==> src/rtl/cond_gate_unit.sv <==
// cond_gate_unit: holds one conditional instruction until the NZCV flags are current, then issues execute/squash.
// Optional COND_GATE_BYPASS_EN forwards the final in-flight flag write straight into evaluation.
module cond_gate_unit #(
   parameter int MAX_PENDING = 3
) (
   input  logic       clock,
   input  logic       reset,
   input  logic       instr_valid,
   output logic       instr_ready,
   input  logic [3:0] cond_field,
   input  logic       set_cond_bit,
   input  logic       flag_wr_valid,
   input  logic [3:0] flag_wr_data,
   output logic       out_valid,
   input  logic       out_ready,
   output logic       out_execute,
   output logic       out_set,
   output logic [2:0] pending_count,
   output logic       underflow_err
);
   typedef enum logic [1:0] {IDLE, WAIT, HOLD} state_t;
   localparam logic [2:0] MAX_P = 3'(MAX_PENDING);
   state_t state;
   logic [3:0] cond_q, flags, cond_c;
   logic s_q, s_c, needs, room, flags_ok, bypass, can_eval, eval, pass, inc, dec;

   function automatic logic cond_pass(input logic [3:0] c, input logic [3:0] f);
      logic n, z, cy, v, r;
      {n, z, cy, v} = f;
      case (c)
         4'd0:    r = z;
         4'd1:    r = !z;
         4'd2:    r = cy;
         4'd3:    r = !cy;
         4'd4:    r = n;
         4'd5:    r = !n;
         4'd6:    r = v;
         4'd7:    r = !v;
         4'd8:    r = cy && !z;
         4'd9:    r = !cy || z;
         4'd10:   r = n == v;
         4'd11:   r = n != v;
         4'd12:   r = !z && (n == v);
         4'd13:   r = z || (n != v);
         4'd14:   r = 1'b1;
         default: r = 1'b0;
      endcase
      return r;
   endfunction

   // In IDLE the instruction is evaluated straight off the input bus in its accept cycle.
   assign cond_c   = (state == IDLE) ? cond_field : cond_q;
   assign s_c      = (state == IDLE) ? set_cond_bit : s_q;
   assign needs    = cond_c[3:1] != 3'b111;
   assign room     = !s_c || pending_count < MAX_P;
   assign flags_ok = !needs || pending_count == 3'd0;
`ifdef COND_GATE_BYPASS_EN
   assign bypass   = state == WAIT && needs && pending_count == 3'd1 && flag_wr_valid;
`else
   assign bypass   = 1'b0;
`endif
   assign can_eval = room && (flags_ok || bypass);
   assign eval     = ((state == IDLE && instr_valid) || state == WAIT) && can_eval;
   assign pass     = cond_pass(cond_c, bypass ? flag_wr_data : flags);
   assign inc      = eval && pass && s_c;
   assign dec      = flag_wr_valid && pending_count != 3'd0;
   assign instr_ready = state == IDLE;
   assign out_valid   = state == HOLD;

   always_ff @(posedge clock) begin
      if (!reset) begin
         state         <= IDLE;
         cond_q        <= 4'd0;
         s_q           <= 1'b0;
         flags         <= 4'd0;
         pending_count <= 3'd0;
         underflow_err <= 1'b0;
         out_execute   <= 1'b0;
         out_set       <= 1'b0;
      end else begin
         if (flag_wr_valid) flags <= flag_wr_data;
         if (flag_wr_valid && pending_count == 3'd0) underflow_err <= 1'b1;
         pending_count <= pending_count + {2'b00, inc} - {2'b00, dec};
         if (state == IDLE && instr_valid) begin
            cond_q <= cond_field;
            s_q    <= set_cond_bit;
         end
         if (eval) begin
            out_execute <= pass;
            out_set     <= pass && s_c;
         end
         state <= eval ? HOLD :
                  (state == IDLE && instr_valid) ? WAIT :
                  (state == HOLD && out_ready) ? IDLE : state;
      end
   end
endmodule

==> config.mk <==
export PLATFORM = sky130hd
export DESIGN_NAME = cond_gate_unit
export DESIGN_NICKNAME = d
export VERILOG_FILES = /design/src/rtl/cond_gate_unit.sv
export SDC_FILE = /design/constraint.sdc
export NUM_CORES = 1
export LEC_CHECK = 0
export ABC_AREA = 0
export BUFFER_PORTS_ARGS = -buffer_cell sky130_fd_sc_hd__buf_2
export CORE_MARGIN = 1
export CORE_UTILIZATION = 58
export CTS_CLUSTER_SIZE = 16
export DETAILED_ROUTE_END_ITERATION = 7
export GPL_TIMING_DRIVEN = 0
export HOLD_SLACK_MARGIN = 0.02
export PLACE_DENSITY = 0.83
export SLEW_MARGIN = 10
export SYNTH_ARGS = -nofsm -noshare
export SYNTH_HDL_FRONTEND = slang
export SYNTH_SLANG_ARGS = --single-unit
==> constraint.sdc <==
create_clock -name clock -period 7.69 [get_ports clock]
set_input_delay 1.1535 -clock clock [delete_from_list [all_inputs] [get_ports clock]]
set_output_delay 1.1535 -clock clock [all_outputs]
set_load 0.005 [all_outputs]
; ---- After elaboration in Yosys (flattened, before gate mapping)
; Cells that the tools add are included.
[word_totals]
elab_cells = 67
inputBits = 14
ff_bits = 17
output_inout_bits = 8
[classes]
order_cmp = 1
bitwise_logic = 1
n_reduce_logical = 29
n_addsub = 2
mux = 6
eq_ne = 19
[ops]
columns = operator, count
row1 = "4-bit equality test, second input constant", 7
row2 = "4-bit by 3-bit equality test with 1-bit output, second input constant", 4
row3 = 1-bit case mux with 15 select lines, 1
row4 = 1-bit logical AND, 11
row5 = "4-bit by 2-bit equality test with 1-bit output, second input constant", 2
row6 = 1-bit zero test, 6
row7 = 2-bit 2-to-1 mux, 3
row8 = 3-bit nonzero test, 2
row9 = 1-bit logical OR, 5
row10 = "4-bit by 1-bit equality test with 1-bit output, second input constant", 1
row11 = 4-bit zero test, 1
row12 = 4-bit 2-to-1 mux, 1
row13 = 3-bit by 1-bit adder with 3-bit output, 1
row14 = 3-bit zero test, 1
row15 = "3-bit by 2-bit < comparator with 1-bit output, second input constant", 1
row16 = "3-bit != test, second input constant", 1
row17 = 3-bit by 1-bit subtractor with 3-bit output, 1
row18 = "2-bit by 1-bit equality test with 1-bit output, second input constant", 1
row19 = "2-bit equality test, second input constant", 1
row20 = 2-bit zero test, 1
row21 = 2-bit nonzero test, 1
row22 = 2-bit OR reduction, 1
row23 = 1-bit equality test, 1
row24 = 1-bit 2-to-1 mux, 1
row25 = other kinds (2), 2

; ---- Longest topological paths before layout
[logic_depth]
word_depth = 11
ltp_mapped = 15
ltp_nobuf = 13

; ---- Worst setup path before layout
; No wires, ideal clock.
[synth_path]
path_kind = input to register
startpoint = in cond_field[2]
endpoint = reg pending_count[2]
setup_ns = 0.115
arrival_time_ns = 3.488
required_ns = 7.575
n_path_buf = 0
setup_slack_ns = 4.087
cell_stages = 13
path_cell_list = or4b_2 > o21ai_0 > a21oi_1 > nor3_1 > nor4_1 > nand3_2 > nand3_1 > ha_1 > inv_1 > ha_1 > fa_1 > xor2_1 > and2_1
[synth_via]
elab_chain_len = 10
word_cells_on_any_way = 26
classes_between = add/sub (2) / eq/ne (15) / mux (2) / reduce/logical (7)
[synth_rtl]
columns = item, line_no
row1 = "start, declared", 10  ; input logic [3:0] cond_field,
row2 = 4-bit 2-to-1 mux *, 52  ; assign cond_c = (state == IDLE) ? cond_field : cond_q;
row3 = branches (longest 5 deep; another with 1-bit case mux with 15 select lines), n/a
row4 = 1-bit logical AND * (2 in a row), 65  ; assign inc = eval && pass && s_c;
row5 = 3-bit by 1-bit adder with 3-bit output *, 83  ; pending_count <= pending_count + {2'b00, inc} - {2'b00, dec};
row6 = 3-bit by 1-bit subtractor with 3-bit output *, 83
row7 = "end signal, assigned", 83
row8 = "end, declared", 18  ; output logic [2:0] pending_count,
; Every way passes the cells marked *.
; A chain may end at the register's enable or synchronous reset.

; ---- Worst setup path after layout
; Ends and elaborated chain as after synthesis.

==> results.tsv <==
metric	value	unit
syn_avg_cell_area	9.098	um2
cts.sinks	17	
design.portCount	22	
dp_hpwl	1981	um
viasPerCell	5.719	
crit_arrival	3.87	ns
yosysWarnings	0	
vias	1018	
relSlewSlack	0.7375	
skew	0.007207	ns
area_growth	13.54	%
num-fill-cells	161	
place.gp.congestion	0.8825	
routedWlPerCell	13.92	um
synth_edf_count	0	
drt_wl_total	2478	um
cts_buffer_depth	2	
critPathMaxStageDelay	0.61	ns
syn_nets	147	
seq_area	340.3	um2
io_buffers	20	
async_flop_share	0	
stdcell_count	178	
max_cap_viol_count	0	
antenna_found_initial	0	
drive_gt1_frac	0.2745	
fp.dieH	46.99	um
synth_area	1174	um2
hold_path_class	reg -> reg	
grt_pass1_wl	4036	um
cp_max_fo	6	
crit_type	in -> reg	
cts_resized	0	
start_util	0.6514	
tns	0	ns
final_nets	172	
fin_util	0.7396	
htree_levels	1	
period_minus_slack	3.672	ns
rsz0062_at_grt	no	
ys_types	43	
multi_input_area	769.5	um2
yosysSeqAreaShare	0.2900	
critPathLaunchType	primary input	
grt_max_degree	11	
ys.flop_type	dfxtp_1	
syn_inst	129	
status	completed	
cp.required	7.88	ns
setup_violations	0	
hold_viol	0	
cp_slowest_cell	or4b_2	
drv_slew	0	
post_cts_buffers	0	
first_pass_iters	4	
first_iter_violations	25	
core.rowCount	15	
fin_crit_sh	0.4775	
coreArea	1802	um2
cts-root-buf	clkbuf_4	
leakage	0.5874	nW
ys_ff_latch	17	
grt_usage	0.2629	
crit_chain	buf_2, or4b_2, o21ai_0, nand2b_1, o21ai_1, a221oi_2, nand3_2, nand3_1, ha_1, inv_1, ha_1, fa_1, xor2_1, and2_1	
drcViolationCount	0	
cp_common_cell	ha_1	
synth_top_area_cell	dfxtp_1	
synth_top_area_frac	0.2900	
ant_nets	0	
regToRegSetupSlack	4.61	ns
vdd_drop_max	197.0	uV
tightest_slew	0.3828	ns
overflow	0	
cts_inserted_buffers	3	
antenna_cells	0	
yosys-top-cells-area	dfxtp_1 29%, mux2i_1 13%, nor2b_1 6.9%	
max_freq	272.3	MHz
first_global_vias	917	
dieArea	2208	um2
cts-hold-fix-buffers	0	
path_clk_slew	0.10	ns
cts_tree	yes	
worst_skew_pair.late_latency	0.29	ns
die_w	46.99	um
critPathCaptureType	flip-flop	
dp_cells	174	
p_per_area	293.1	nW/um2
power breakdown:
group / internal, mW / leakage, nW / switching, mW / total [mW]
clock: 0.0194 / 0.0177 / 0.0278 / 0.0472
sequential: 0.108 / 0.140 / 0.0186 / 0.127
combinational: 0.103 / 0.430 / 0.114 / 0.217
kinds of logic (layout without fill, tap and decap cells):
logic type	count (synthesis)	after routing	share of synthesized area
buffers and inverters	12	36	0.05437
XOR/XNOR	4	4	0.02986
multiplexers	18	18	0.1567
flip-flops	17	17	0.2900
AO/OA/AOI/OAI	21	21	0.1258
AND/OR/NAND/NOR	53	53	0.2942
adder cells (fa/ha/maj)	4	4	0.04904
Yosys cell counts, types with 4 or more instances:
| cell | instances |
|---|---|
| clkbuf_1 | 4 |
| nor2b_1 | 13 |
| nand2_1 | 4 |
| mux2i_1 | 15 |
| nor2_1 | 4 |
| nand2b_1 | 4 |
| inv_1 | 5 |
| dfxtp_1 | 17 |
| a21oi_1 | 7 |
| and2_1 | 5 |
| nor3_1 | 5 |
placed cells by master, fill, tap and decap left out, types with 2 or more instances in the layout:
cell,n
buf_2,20
clkbuf_1,4
and2_1,5
clkbuf_4,3
inv_1,5
nand2_4,2
nor2_1,4
o21ai_0,3
nor3_1,5
dfxtp_1,17
nor2b_1,13
nand3_1,3
xnor2_1,2
buf_6,2
mux2i_1,15
a21oi_1,7
ha_1,3
mux2_2,3
xor2_1,2
nand2_1,4
o21ai_1,2
nand2b_1,4
and3_1,2
flip-flops by register name, indices dropped and copies added (netlist names):
name and cells:
cond_q 4, flags 4, pending_count 3, state 2
out_execute 1, out_set 1, s_q 1, underflow_err 1
stage by stage:
step / cell area, um2 / hold WS [ns] / setup WS (ns) / total power [mW]
global placement: 1305 / 0.4479 / 3.779 / 0.3329
finish: 1333 / 0.4779 / 4.018 / 0.3905
detailed placement: 1305 / 0.4639 / 3.697 / 0.3445
global route: 1333 / 0.4982 / 3.801 / 0.4236
CTS: 1333 / 0.4880 / 4.006 / 0.3925
floorplan: 1174 / 0.4657 / 4.087 / 0.2882
critical path: cells and delay by family:
kind | cells | cell delay [ns]
xor+xnor | 1 | 0.16
compound gates | 3 | 0.46
buf+inv | 2 | 0.17
simple gates | 5 | 1.07
fa+ha+maj | 3 | 0.86
area by class of cell:
type	count	area share
Timing Repair Buffer	20	0.07512
Buffer	7	0.03380
Sequential cell	17	0.2554
Tap cell	25	0.02347
Clock inverter	1	0.003756
Clock buffer	3	0.01690
Inverter	5	0.01408
Multi-Input combinational cell	100	0.5775
layer usage:
metal	routed length, um	vias to the layer above	global-route usage
li1	-	500	-
met1	1087	475	0.3349
met2	1236	37	0.4472
met3	111	6	0.05769
met4	43	0	0.07429
met5	0	-	0
final timing paths:
path              cells past startpoint               end          start
setup / recovery                     14  pending_count[2]  cond_field[2]
setup reg to reg                     13  pending_count[2]       state[0]
hold / removal                        1       out_execute    out_execute
hold reg to reg                       1       out_execute    out_execute
Power figures use the tool's default switching activity.
